`src/rtl/mem_request_arbiter.sv`:
```
// Purpose : round-robin arbiter sharing one memory-controller request/return port among NUM_REQ requesters.
// Latency : accept in cycle N -> wr_en/rd_en in N+1; controller ack in cycle M -> done pulse in M+1.
// Backpr. : req_ready is held low while the table is full or the next candidate hits an outstanding address; done pulses have none.
//
// Ports:
//   clk, reset                      rising-edge clock, synchronous active-high reset
//   req_valid/req_ready/req_we      per-requester handshake and direction (1 = write)
//   req_address/req_data            16 bits per requester, requester i at [16i+15:16i]
//   wr_en/wr_address/wr_data        registered write request to the controller
//   rd_en/rd_address                registered read request to the controller
//   wr_ret_*/rd_ret_*               controller returns; the address is the return tag
//   wr_done/rd_done                 one-cycle completion pulse per requester
//   done_address/done_data          per-requester completion address and read data (0 for writes)
//   err_unmatched                   sticky flag: an ack matched no outstanding entry
module mem_request_arbiter #(
  parameter int NUM_REQ     = 2,
  parameter int TABLE_DEPTH = 8
) (
  input  logic                   clk,
  input  logic                   reset,
  input  logic [NUM_REQ-1:0]     req_valid,
  output logic [NUM_REQ-1:0]     req_ready,
  input  logic [NUM_REQ-1:0]     req_we,
  input  logic [16*NUM_REQ-1:0]  req_address,
  input  logic [16*NUM_REQ-1:0]  req_data,
  output logic [15:0]            wr_address,
  output logic [15:0]            wr_data,
  output logic                   wr_en,
  output logic [15:0]            rd_address,
  output logic                   rd_en,
  input  logic [15:0]            wr_ret_address,
  input  logic                   wr_ret_ack,
  input  logic [15:0]            rd_ret_address,
  input  logic [15:0]            rd_ret_data,
  input  logic                   rd_ret_ack,
  output logic [NUM_REQ-1:0]     wr_done,
  output logic [NUM_REQ-1:0]     rd_done,
  output logic [16*NUM_REQ-1:0]  done_address,
  output logic [16*NUM_REQ-1:0]  done_data,
  output logic                   err_unmatched
);

  localparam int OW = (NUM_REQ > 1) ? $clog2(NUM_REQ) : 1;

  typedef struct packed {
    logic          vld;
    logic [15:0]   addr;
    logic [OW-1:0] owner;
    logic          is_wr;
  } ent_t;

  ent_t                 tbl_q [TABLE_DEPTH];
  ent_t                 tbl_d [TABLE_DEPTH];
  logic [OW-1:0]        last_q, last_d;
  logic                 live_q;
  logic                 wr_en_q, wr_en_d, rd_en_q, rd_en_d;
  logic [15:0]          wr_addr_q, wr_addr_d, wr_data_q, wr_data_d;
  logic [15:0]          rd_addr_q, rd_addr_d;
  logic [NUM_REQ-1:0]   wr_done_q, wr_done_d, rd_done_q, rd_done_d;
  logic [16*NUM_REQ-1:0] done_addr_q, done_addr_d, done_data_q, done_data_d;
  logic                 err_q, err_d;

  logic                 cand_found, cand_we, tbl_full, hazard, grant;
  logic [OW-1:0]        cand;
  logic [15:0]          cand_addr, cand_data;
  logic                 alloc_done, wr_hit, rd_hit;
  logic [OW-1:0]        wr_owner, rd_owner;

  // Requester index k steps after base, wrapping at NUM_REQ.
  function automatic logic [OW-1:0] rr_idx(input logic [OW-1:0] base, input int k);
    int s;
    s = (int'(base) + k) % NUM_REQ;
    return s[OW-1:0];
  endfunction

  // Only the first valid requester in round-robin order is considered; if it
  // is blocked nobody is granted, so a hazarded requester cannot be starved.
  always_comb begin
    cand_found = 1'b0;
    cand       = last_q;
    for (int k = 1; k <= NUM_REQ; k++) begin
      if (!cand_found && req_valid[rr_idx(last_q, k)]) begin
        cand_found = 1'b1;
        cand       = rr_idx(last_q, k);
      end
    end
    cand_addr = '0;
    cand_data = '0;
    cand_we   = 1'b0;
    for (int i = 0; i < NUM_REQ; i++) begin
      if (cand == OW'(i)) begin
        cand_addr = req_address[16*i +: 16];
        cand_data = req_data[16*i +: 16];
        cand_we   = req_we[i];
      end
    end
    // Occupancy and hazard use pre-retire state: a freeing entry helps next cycle.
    tbl_full = 1'b1;
    hazard   = 1'b0;
    for (int e = 0; e < TABLE_DEPTH; e++) begin
      if (!tbl_q[e].vld) tbl_full = 1'b0;
      if (tbl_q[e].vld && tbl_q[e].addr == cand_addr) hazard = 1'b1;
    end
    // live_q keeps ready low on the first cycle out of reset.
    grant = live_q & ~reset & cand_found & ~tbl_full & ~hazard;
    for (int i = 0; i < NUM_REQ; i++) begin
      req_ready[i] = grant && (cand == OW'(i));
    end
  end

  always_comb begin
    tbl_d       = tbl_q;
    last_d      = last_q;
    wr_en_d     = 1'b0;
    rd_en_d     = 1'b0;
    wr_addr_d   = wr_addr_q;
    wr_data_d   = wr_data_q;
    rd_addr_d   = rd_addr_q;
    wr_done_d   = '0;
    rd_done_d   = '0;
    done_addr_d = done_addr_q;
    done_data_d = done_data_q;
    alloc_done  = 1'b0;
    wr_hit      = 1'b0;
    rd_hit      = 1'b0;
    wr_owner    = '0;
    rd_owner    = '0;

    if (grant) begin
      last_d = cand;
      if (cand_we) begin
        wr_en_d   = 1'b1;
        wr_addr_d = cand_addr;
        wr_data_d = cand_data;
      end else begin
        rd_en_d   = 1'b1;
        rd_addr_d = cand_addr;
      end
      for (int e = 0; e < TABLE_DEPTH; e++) begin
        if (!alloc_done && !tbl_q[e].vld) begin
          tbl_d[e]   = '{vld: 1'b1, addr: cand_addr, owner: cand, is_wr: cand_we};
          alloc_done = 1'b1;
        end
      end
    end

    // The allocated slot was free before this cycle, so it never collides with a retiring one.
    for (int e = 0; e < TABLE_DEPTH; e++) begin
      if (wr_ret_ack && tbl_q[e].vld && tbl_q[e].is_wr && tbl_q[e].addr == wr_ret_address) begin
        tbl_d[e].vld = 1'b0;
        wr_hit       = 1'b1;
        wr_owner     = tbl_q[e].owner;
      end
      if (rd_ret_ack && tbl_q[e].vld && !tbl_q[e].is_wr && tbl_q[e].addr == rd_ret_address) begin
        tbl_d[e].vld = 1'b0;
        rd_hit       = 1'b1;
        rd_owner     = tbl_q[e].owner;
      end
    end
    err_d = err_q | (wr_ret_ack & ~wr_hit) | (rd_ret_ack & ~rd_hit);

    // Read is applied last so it owns done_address/done_data when both hit one requester.
    for (int i = 0; i < NUM_REQ; i++) begin
      if (wr_hit && wr_owner == OW'(i)) begin
        wr_done_d[i]            = 1'b1;
        done_addr_d[16*i +: 16] = wr_ret_address;
        done_data_d[16*i +: 16] = '0;
      end
      if (rd_hit && rd_owner == OW'(i)) begin
        rd_done_d[i]            = 1'b1;
        done_addr_d[16*i +: 16] = rd_ret_address;
        done_data_d[16*i +: 16] = rd_ret_data;
      end
    end
  end

  always_ff @(posedge clk) begin
    if (reset) begin
      for (int e = 0; e < TABLE_DEPTH; e++) tbl_q[e] <= '0;
      last_q      <= OW'(NUM_REQ - 1);
      live_q      <= 1'b0;
      wr_en_q     <= 1'b0;
      rd_en_q     <= 1'b0;
      wr_addr_q   <= '0;
      wr_data_q   <= '0;
      rd_addr_q   <= '0;
      wr_done_q   <= '0;
      rd_done_q   <= '0;
      done_addr_q <= '0;
      done_data_q <= '0;
      err_q       <= 1'b0;
    end else begin
      for (int e = 0; e < TABLE_DEPTH; e++) tbl_q[e] <= tbl_d[e];
      last_q      <= last_d;
      live_q      <= 1'b1;
      wr_en_q     <= wr_en_d;
      rd_en_q     <= rd_en_d;
      wr_addr_q   <= wr_addr_d;
      wr_data_q   <= wr_data_d;
      rd_addr_q   <= rd_addr_d;
      wr_done_q   <= wr_done_d;
      rd_done_q   <= rd_done_d;
      done_addr_q <= done_addr_d;
      done_data_q <= done_data_d;
      err_q       <= err_d;
    end
  end

  assign wr_en         = wr_en_q;
  assign rd_en         = rd_en_q;
  assign wr_address    = wr_addr_q;
  assign wr_data       = wr_data_q;
  assign rd_address    = rd_addr_q;
  assign wr_done       = wr_done_q;
  assign rd_done       = rd_done_q;
  assign done_address  = done_addr_q;
  assign done_data     = done_data_q;
  assign err_unmatched = err_q;

endmodule

```
`config.mk`:
```
export PLATFORM = sky130hd
export DESIGN_NAME = mem_request_arbiter
export DESIGN_NICKNAME = d
export VERILOG_FILES = /design/src/rtl/mem_request_arbiter.sv
export SDC_FILE = /design/constraint.sdc
export NUM_CORES = 1
export LEC_CHECK = 0
export CORE_UTILIZATION = 55
export DETAILED_ROUTE_END_ITERATION = 16
export PLACE_DENSITY = 0.77
export RECOVER_POWER = 100
export SYNTH_ARGS = -nofsm -noshare
export SYNTH_HDL_FRONTEND = slang
export SYNTH_SLANG_ARGS = --single-unit
```
`constraint.sdc`:
```
create_clock -name clk -period 6.45 [get_ports clk]
set_input_delay 0.645 -clock clk [delete_from_list [all_inputs] [get_ports clk]]
set_output_delay 0.645 -clock clk [all_outputs]
set_load 0.03 [all_outputs]
```
# [Word level (Yosys, flattened, before mapping)]
# Index checks and enable logic that the tools add are counted.
[classes] n_addsub=2 n_lt_le_gt_ge=2 eq_ne=24 mux=88 bitwise_logic=19 reduce_logical=114
[op_table] operator="16-bit == test" count=24
[op_table] operator="16-bit 2-to-1 mux" count=10
[op_table] operator="1-bit 2-to-1 mux" count=78
[op_table] operator="1-bit logical AND" count=70
[op_table] operator="3-bit OR reduction" count=8
[op_table] operator="1-bit zero test" count=23
[op_table] operator="2-bit AND reduction" count=10
[op_table] operator="1-bit inverter" count=11
[op_table] operator="1-bit AND" count=6
[op_table] operator="1-bit by 2-bit less-than comparator with 1-bit output, second input constant" count=2
[op_table] operator="2-bit nonzero test" count=2
[op_table] operator="1-bit adder, second input constant" count=2
[op_table] operator="1-bit bitwise OR" count=2
[op_table] operator="2-bit OR reduction" count=1
[word_totals] regBits=273 in_bits=120 output_inout_bits=121 elab_cells=295

# [Logic depth before layout (Yosys ltp)]
# Gate-level depths: netlist of the first run.
[logic_depth] ltp_word=48 ltp_mapped=16 ltp_nobuf=9

# [Least setup slack after synthesis of the first run]
# No wires, ideal clock.
[synth_path] path_type="in2out" startpoint="input port req_valid[1]" endpoint="output port req_ready[0]" arrival_ns=3.417 required_time_ns=5.805 slack_ns=2.388 cell_stages=14 path_buffers=5 path_cell_list="or2_1 > buf_4 > buf_6 > buf_6 > and3_1 > nor2_1 > xor2_1 > nand4_1 > o22ai_1 > nor4_1 > buf_2 > buf_1 > nand2_1 > nor2_1"
[synth_via] elab_chain_cells=20 elab_cells_between_ends=41 cone_classes="eq/ne: 8; mux: 17; bitwise: 5; reduce/logical: 11"
[synth_rtl] element="start: declaration" line="21" source="input logic [NUM_REQ-1:0] req_valid,"
[synth_rtl] element="1-bit 2-to-1 mux (not written as such) (2 in a row)" line="82" source="if (!cand_found && req_valid[rr_idx(last_q, k)]) begin"
[synth_rtl] element="1-bit 2-to-1 mux" line="82"
[synth_rtl] element="1-bit zero test" line="82"
[synth_rtl] element="1-bit logical AND" line="82"
[synth_rtl] element="1-bit 2-to-1 mux" line="82"
[synth_rtl] element="16-bit 2-to-1 mux" line="91" source="if (cand == OW'(i)) begin"
[synth_rtl] element="16-bit == test" line="102" source="if (tbl_q[e].vld && tbl_q[e].addr == cand_addr) hazard = 1'b1;"
[synth_rtl] element="1-bit logical AND" line="102"
[synth_rtl] element="1-bit 2-to-1 mux (8 in a row)" line="102"
[synth_rtl] element="1-bit inverter" line="105" source="grant = live_q & ~reset & cand_found & ~tbl_full & ~hazard;"
[synth_rtl] element="1-bit AND" line="105"
[synth_rtl] element="1-bit logical AND *" line="107" source="req_ready[i] = grant && (cand == OW'(i));"
[synth_rtl] element="end: declaration" line="22" source="output logic [NUM_REQ-1:0] req_ready,"
# Mark *: on every way between the ends. The rest lies on a longest branch, timed or not. The select of a mux whose other input is x is not followed.

# [Worst setup path after layout of the first run]
[layout_path] startpoint="input port req_valid[1]" endpoint="register, netlist name tbl_q[117]"
[layout_via] elab_chain_cells=20 elab_cells_between_ends=40 cone_classes="eq/ne: 8; mux: 17; bitwise: 4; reduce/logical: 11"
[layout_rtl] element="1-bit 2-to-1 mux (not written as such) (2 in a row)" line="82"
[layout_rtl] element="1-bit 2-to-1 mux" line="82"
[layout_rtl] element="1-bit zero test" line="82"
[layout_rtl] element="1-bit logical AND" line="82"
[layout_rtl] element="1-bit 2-to-1 mux" line="82"
[layout_rtl] element="16-bit 2-to-1 mux" line="91"
[layout_rtl] element="16-bit == test" line="102"
[layout_rtl] element="1-bit logical AND" line="102"
[layout_rtl] element="1-bit 2-to-1 mux (8 in a row)" line="102"
[layout_rtl] element="1-bit inverter" line="105"
[layout_rtl] element="1-bit AND" line="105"
[layout_rtl] element="2-bit AND reduction (no line)"
# Several ways; a longest one is shown, not always the timed one. The select of a mux whose other input is x is not followed.
# A chain may end at the register's enable or synchronous reset.

==> impl_metrics.json, run 1 <==
{
  "ys_seq_elements": 273,
  "die_y_um": 186.5,
  "hp-class": "register to register",
  "netlist_top_cells_count": "273 x dfxtp_1, 185 x nand2_1, 181 x mux2i_1, 161 x xor2_1, 155 x xnor2_1",
  "antenna_found_initial": 4,
  "synth_top_flop_cell": "dfxtp_1",
  "wl_per_cell_um": 34.36,
  "combPwrFrac": 0.202,
  "synth_top_area_cell": "dfxtp_1",
  "relSlewSlack": -0.9151,
  "fmax_ghz": 0.1623,
  "fillers": 2741,
  "gp_congestion": 1.120,
  "power.switching_uw": 1418,
  "dpl_cell_area_mm2": 0.02121,
  "grt.overflow.total": 0,
  "cellPowerDensity_mw_per_mm2": 201.4,
  "port_buffers": 240,
  "yosys_warnings": 0,
  "async_flop_share": 0,
  "worstSetupEndpointType": "register",
  "rows": 67,
  "violations": "capacitance limit, slew limit",
  "worst_pin_slew_ps": 2873,
  "cts.sinks": 273,
  "area_growth_syn_to_layout_pct": 18.50,
  "crit_fanout": 38,
  "postLayoutCellArea_mm2": 0.02218,
  "die_width_um": 186.5,
  "grt_pass1_vias": 19910,
  "setup_violations": 0,
  "start_util": 0.5582,
  "total_power_uw": 4467,
  "pwr-share-clk": 0.403,
  "postRouteAntennaNets": 0,
  "postCtsHoldBufs": 0,
  "yosysTopAreaCellShare": 0.2920,
  "swShare": 0.3175,
  "drc": 0,
  "yosysUniqueCellTypes": 92,
  "coreArea_mm2": 0.03353,
  "synth_edf_count": 0,
  "maxCapViolCount": 2,
  "clockRootBuffer": "clkbuf_16",
  "htreeDepth": 1,
  "finalCriticalPeriod_ps": 6163,
  "synthTopCellsByArea": "dfxtp_1 29%, mux2i_1 9.7%, xor2_1 7.5%",
  "cp.required_ps": 6860,
  "grt_setup_unrepaired": "no",
  "drive_gt1_frac": 0.08237,
  "cts_resized": 0,
  "dieArea_mm2": 0.03477,
  "path_clk_slew_ps": 60,
  "num_vias": 21040,
  "finalSetupTns_ps": 0,
  "crit_type": "primary input to register",
  "seq_power_share": 0.395,
  "start_kind": "primary input",
  "run_status": "complete, but fails checks",
  "hpwl_mm": 70.25,
  "ys_seq_area_frac": 0.2920,
  "synth.most_common_cell": "dfxtp_1",
  "syn_inst": 2277,
  "drv_slew": 93,
  "critical_path_arrival_ps": 6570,
  "via_per_inst": 7.338,
  "syn_nets": 2397,
  "fin_crit_sh": 0.9554,
  "postRouteWirelength_mm": 98.51,
  "clock_skew_ps": 24.41,
  "final_net_count": 2513,
  "cts_tree": "yes",
  "cts_setup_buffers": 0,
  "vdd_drop_max_v": 0.0002159,
  "cts_made_buffers": 30,
  "p_int_uw": 3048,
  "p_leak_uw": 0.009041,
  "first_pass_iters": 10,
  "synth.avg_cell_area_um2": 8.220,
  "cts_max_path_buffers": 3,
  "worstSkewPairLatency_ps": 600,
  "hold_viol": 0,
  "io_pins": 241,
  "dr.first_iter.drc_count": 3417,
  "grt_pass1_wl_mm": 138.0,
  "track_usage": 0.5442,
  "grt_start_max_net_pins": 98,
  "synth.cell_area_mm2": 0.01872
}
layer usage:
layer,vias to the layer above,part of all wire,GRT usage
li1,8521,-,-
met1,9808,0.34,0.6414
met2,2035,0.40,0.7755
met3,672,0.16,0.2159
met4,2,0.10,0.4511
met5,-,0.00033,0
flip-flops by register name, indices dropped and copies added, names as in the netlist:
signal and cells:
live_q 1, wr_en 1, err_unmatched 1, done_data 32, wr_address 16, rd_done 2, rd_address 16, rd_en 1
done_address 32, last_q 1, tbl_q 152, wr_done 2, wr_data 16
critical path, stage by stage:
cell and delay (ps):
dlygate4sd3_1 600, or2_1 570, nand3_1 240, buf_4 210, and2_0 760, xor2_1 320
nand4_1 190, o22ai_1 210, nor4_1 410, clkbuf_1 1360, nand4b_1 480, buf_4 380
mux2i_1 170
cells by family after synthesis:
family | count (synthesis) | synth area share
buffers and inverters | 276 | 0.06571
xor gates and xnor gates | 316 | 0.1479
DFF | 273 | 0.2920
and+or+nand+nor | 819 | 0.2377
muxes | 184 | 0.09860
AOI/OAI and AO/OA | 409 | 0.1582
final cells by class:
cell class | count | area (um2) | area share
Multi-Input combinational cell | 1728 | 12040 | 0.5427
Inverter | 47 | 181.4 | 0.008179
Clock buffer | 42 | 865.8 | 0.03903
Clock inverter | 13 | 152.6 | 0.006882
Timing Repair Buffer | 313 | 2910 | 0.1312
Tap cell | 448 | 560.5 | 0.02527
Antenna cell | 3 | 7.507 | 0.0003384
Sequential cell | 273 | 5465 | 0.2464
power by group through the flow:
| stage | sequential, uW | combinational, uW | clock, uW |
|---|---|---|---|
| floorplan | 1810 | 470 | 0 |
| global placement | 1800 | 850 | 0 |
| detailed placement | 1800 | 855 | 0 |
| CTS | 1760 | 860 | 1780 |
| global route | 1760 | 915 | 1840 |
| finish | 1770 | 901 | 1800 |
worst paths after layout:
kind,slack [ps],cells past startpoint,to,from
worst max-delay path,290,13,tbl_q[117],req_valid[1]
worst min-delay path,460,2,wr_address[9],wr_address[9]
worst max register to register,500,12,tbl_q[117],last_q
worst min register to register,460,2,wr_address[9],wr_address[9]
layout by cell type (no fill, tap or decap), drive strengths merged, types with 17 or more instances in the layout:
| master | n |
|---|---|
| a211oi | 18 |
| a21oi | 99 |
| a22o | 22 |
| a22oi | 18 |
| a311oi | 31 |
| a31o | 41 |
| and2 | 17 |
| and3 | 49 |
| buf | 64 |
| clkbuf | 54 |
| clkdlybuf4s50 | 114 |
| dfxtp | 273 |
| dlygate4sd3 | 123 |
| inv | 49 |
| mux2i | 181 |
| nand2 | 185 |
| nand2b | 25 |
| nand3 | 69 |
| nand4 | 50 |
| nor2 | 82 |
| nor2b | 27 |
| nor3 | 90 |
| nor4 | 104 |
| o2111ai | 18 |
| o21ai | 50 |
| or2 | 24 |
| or3 | 28 |
| or4 | 17 |
| xnor2 | 155 |
| xor2 | 161 |
per-stage QoR:
stage / worst slack, ps / hold slack (ps) / std cells / util
floorplan: 2388 / 446.5 / 2277 / -
global placement: 910.6 / 446.3 / 2809 / 0.6326
detailed placement: 907.5 / 454.0 / 2809 / 0.6326
CTS: 868.7 / 470.6 / 2864 / 0.6630
global route: 226.9 / 487.4 / 2865 / 0.6613
finish: 287.4 / 463.9 / 2867 / 0.6615
No activity file was read; power rests on OpenSTA's default activity.
==> inputs of run 2 (changes only) <==
- GPL_TIMING_DRIVEN: not set -> 0
- clock period: 6.45 -> 7.3 ns (I/O delays scaled with it)
==> impl_metrics.json, run 2 (synthesis gave the netlist of run 1 again) <==
{
  "run_status": "complete, but fails checks",
  "violations": "capacitance limit, slew limit, setup timing",
  "first_pass_iters": 10,
  "cts_tree": "yes",
  "cts_max_path_buffers": 3,
  "hold_viol": 0,
  "grt.overflow.total": 0,
  "drv_slew": 19,
  "utilization": 0.6641,
  "crit_family": "buffers and inverters",
  "worstSkewPairLatency_ps": 600,
  "worst_pin_slew_ps": 1510,
  "path_clk_slew_ps": 60,
  "cts_resized": 0,
  "coreArea_mm2": 0.03353,
  "postCtsHoldBufs": 0,
  "area_growth_syn_to_layout_pct": 18.98,
  "hpwl_mm": 68.90,
  "use_met2": 0.7503,
  "final_net_count": 2631,
  "multi_input_area_mm2": 0.01200,
  "rows": 67,
  "placedCellCount": 2927,
  "slowest_delay_ps": 1180,
  "vdd_drop_max_v": 0.0002336,
  "crit_fanout": 10,
  "postRouteAntennaNets": 0,
  "fin_ws_ps": -28.74,
  "start_kind": "primary input",
  "finalSetupTns_ps": -50.93,
  "cts_made_buffers": 30,
  "fin_crit_sh": 1.004,
  "clockRootBuffer": "clkbuf_16",
  "ff_latch_area_mm2": 0.005465,
  "crit_type": "primary input to primary output",
  "critPathBufInv": 7,
  "critical_path_arrival_ps": 6600,
  "track_usage": 0.5359,
  "cts.sinks": 273,
  "globalRouteMet1Util": 0.6341,
  "grt_pass1_wl_mm": 136.1,
  "via_per_inst": 7.183,
  "clock_skew_ps": 18.89,
  "relSlewSlack": -0.03558,
  "drc": 0,
  "die_y_um": 186.5,
  "setup_violations": 2,
  "gp_congestion": 1.119,
  "cp.required_ps": 6570,
  "worstSetupEndpointType": "primary output",
  "grt_pass1_vias": 20030,
  "fillers": 2816,
  "final_cell_mix": "273 x dfxtp_1, 185 x nand2_1, 181 x mux2i_1",
  "p_leak_uw": 0.009000,
  "dieArea_mm2": 0.03477,
  "grt_start_max_net_pins": 15,
  "drive_gt1_frac": 0.06985,
  "pre_cts_ws_ps": 428.3,
  "hold_path.startpoint": "rd_address[7]",
  "grt_setup_unrepaired": "no",
  "die_width_um": 186.5,
  "finalCriticalPeriod_ps": 7329,
  "htreeDepth": 1,
  "cp_cell_sequence": "clkdlybuf4s50_1 > and2_0 > clkbuf_1 > buf_6 > buf_2 > o21ai_0 > a21oi_1 > a2111oi_0 > nand4_1 > o22ai_1 > nor4_1 > buf_2 > clkbuf_1 > nand2_1 > nor2_1 > clkdlybuf4s50_1",
  "fmax_ghz": 0.1364,
  "antenna_found_initial": 2,
  "top_register": "tbl_q",
  "postRouteWirelength_mm": 96.37,
  "port_buffers": 202,
  "setup.worst_path.start": "req_valid[0]",
  "layout_commonest_cell": "dfxtp_1",
  "cts_setup_buffers": 0,
  "busiest_layer": "met2",
  "slowest_stage": "a2111oi_0",
  "num_vias": 21440,
  "wl_per_cell_um": 32.29,
  "maxCapViolCount": 3,
  "timing.rr.start": "last_q",
  "cellPowerDensity_mw_per_mm2": 181.3,
  "largest_register_ffs": 152,
  "start_util": 0.5582,
  "fin_cells": 2985,
  "io_pins": 241,
  "dr.first_iter.drc_count": 3774,
  "hp-class": "register to register",
  "met3_usage": 0.2358
}
[run 2: path summary, 6_finish.rpt]
kind / endpoint / slack, ps / depth (start not counted)
worst min register to register: rd_address[7] / 460 / 2
worst min-delay path: rd_address[7] / 460 / 2
worst max register to register: tbl_q[104] / 910 / 15
worst max-delay path: req_ready[1] / -30 / 16
[run 2: where the power goes]
group	internal (uW)	switching [uW]	total [uW]
Combinational	256	561	817
Sequential	1520	29.7	1550
Clock	990	683	1670
[run 2: metrics by stage]
stage | cell area [um2] | total power (uW) | hold slack (ps)
finish | 22270 | 4037 | 461.8
CTS | 22370 | 3975 | 466.2
detailed placement | 21300 | 2349 | 455.7
floorplan | 18720 | 2017 | 446.5
global route | 22260 | 4099 | 485.4
global placement | 21300 | 2338 | 445.6
[run 2: cell type report]
| cell class | count | area share |
|---|---|---|
| diodes | 3 | 0.0003371 |
| plain buffers | 229 | 0.04337 |
| clock buffers | 43 | 0.04000 |
| clock inverters | 12 | 0.008147 |
| inverters | 47 | 0.007922 |
| multi-input cells | 1728 | 0.5389 |
| flip-flops and latches | 273 | 0.2454 |
| well taps | 448 | 0.02517 |
| repair buffers | 202 | 0.09079 |
[run 2: routing by layer]
metal | share of wire | vias to the layer above
met2 | 0.39 | 2143
met4 | 0.099 | 2
met1 | 0.34 | 9907
met5 | 0.00010 | -
met3 | 0.17 | 621
li1 | - | 8768
[run 2: worst reg2reg max path, stage by stage (launching register included)]
cell       delay, ps
dfxtp_1          520
and2_0           180
clkbuf_1         300
buf_6            200
buf_2            280
o21ai_0          340
and3_1           320
a2111oi_0       1100
nand4_1          360
o22ai_1          300
or4_1            140
clkbuf_1         410
or4_1            200
clkbuf_1         780
clkbuf_1         600
mux2i_1          280
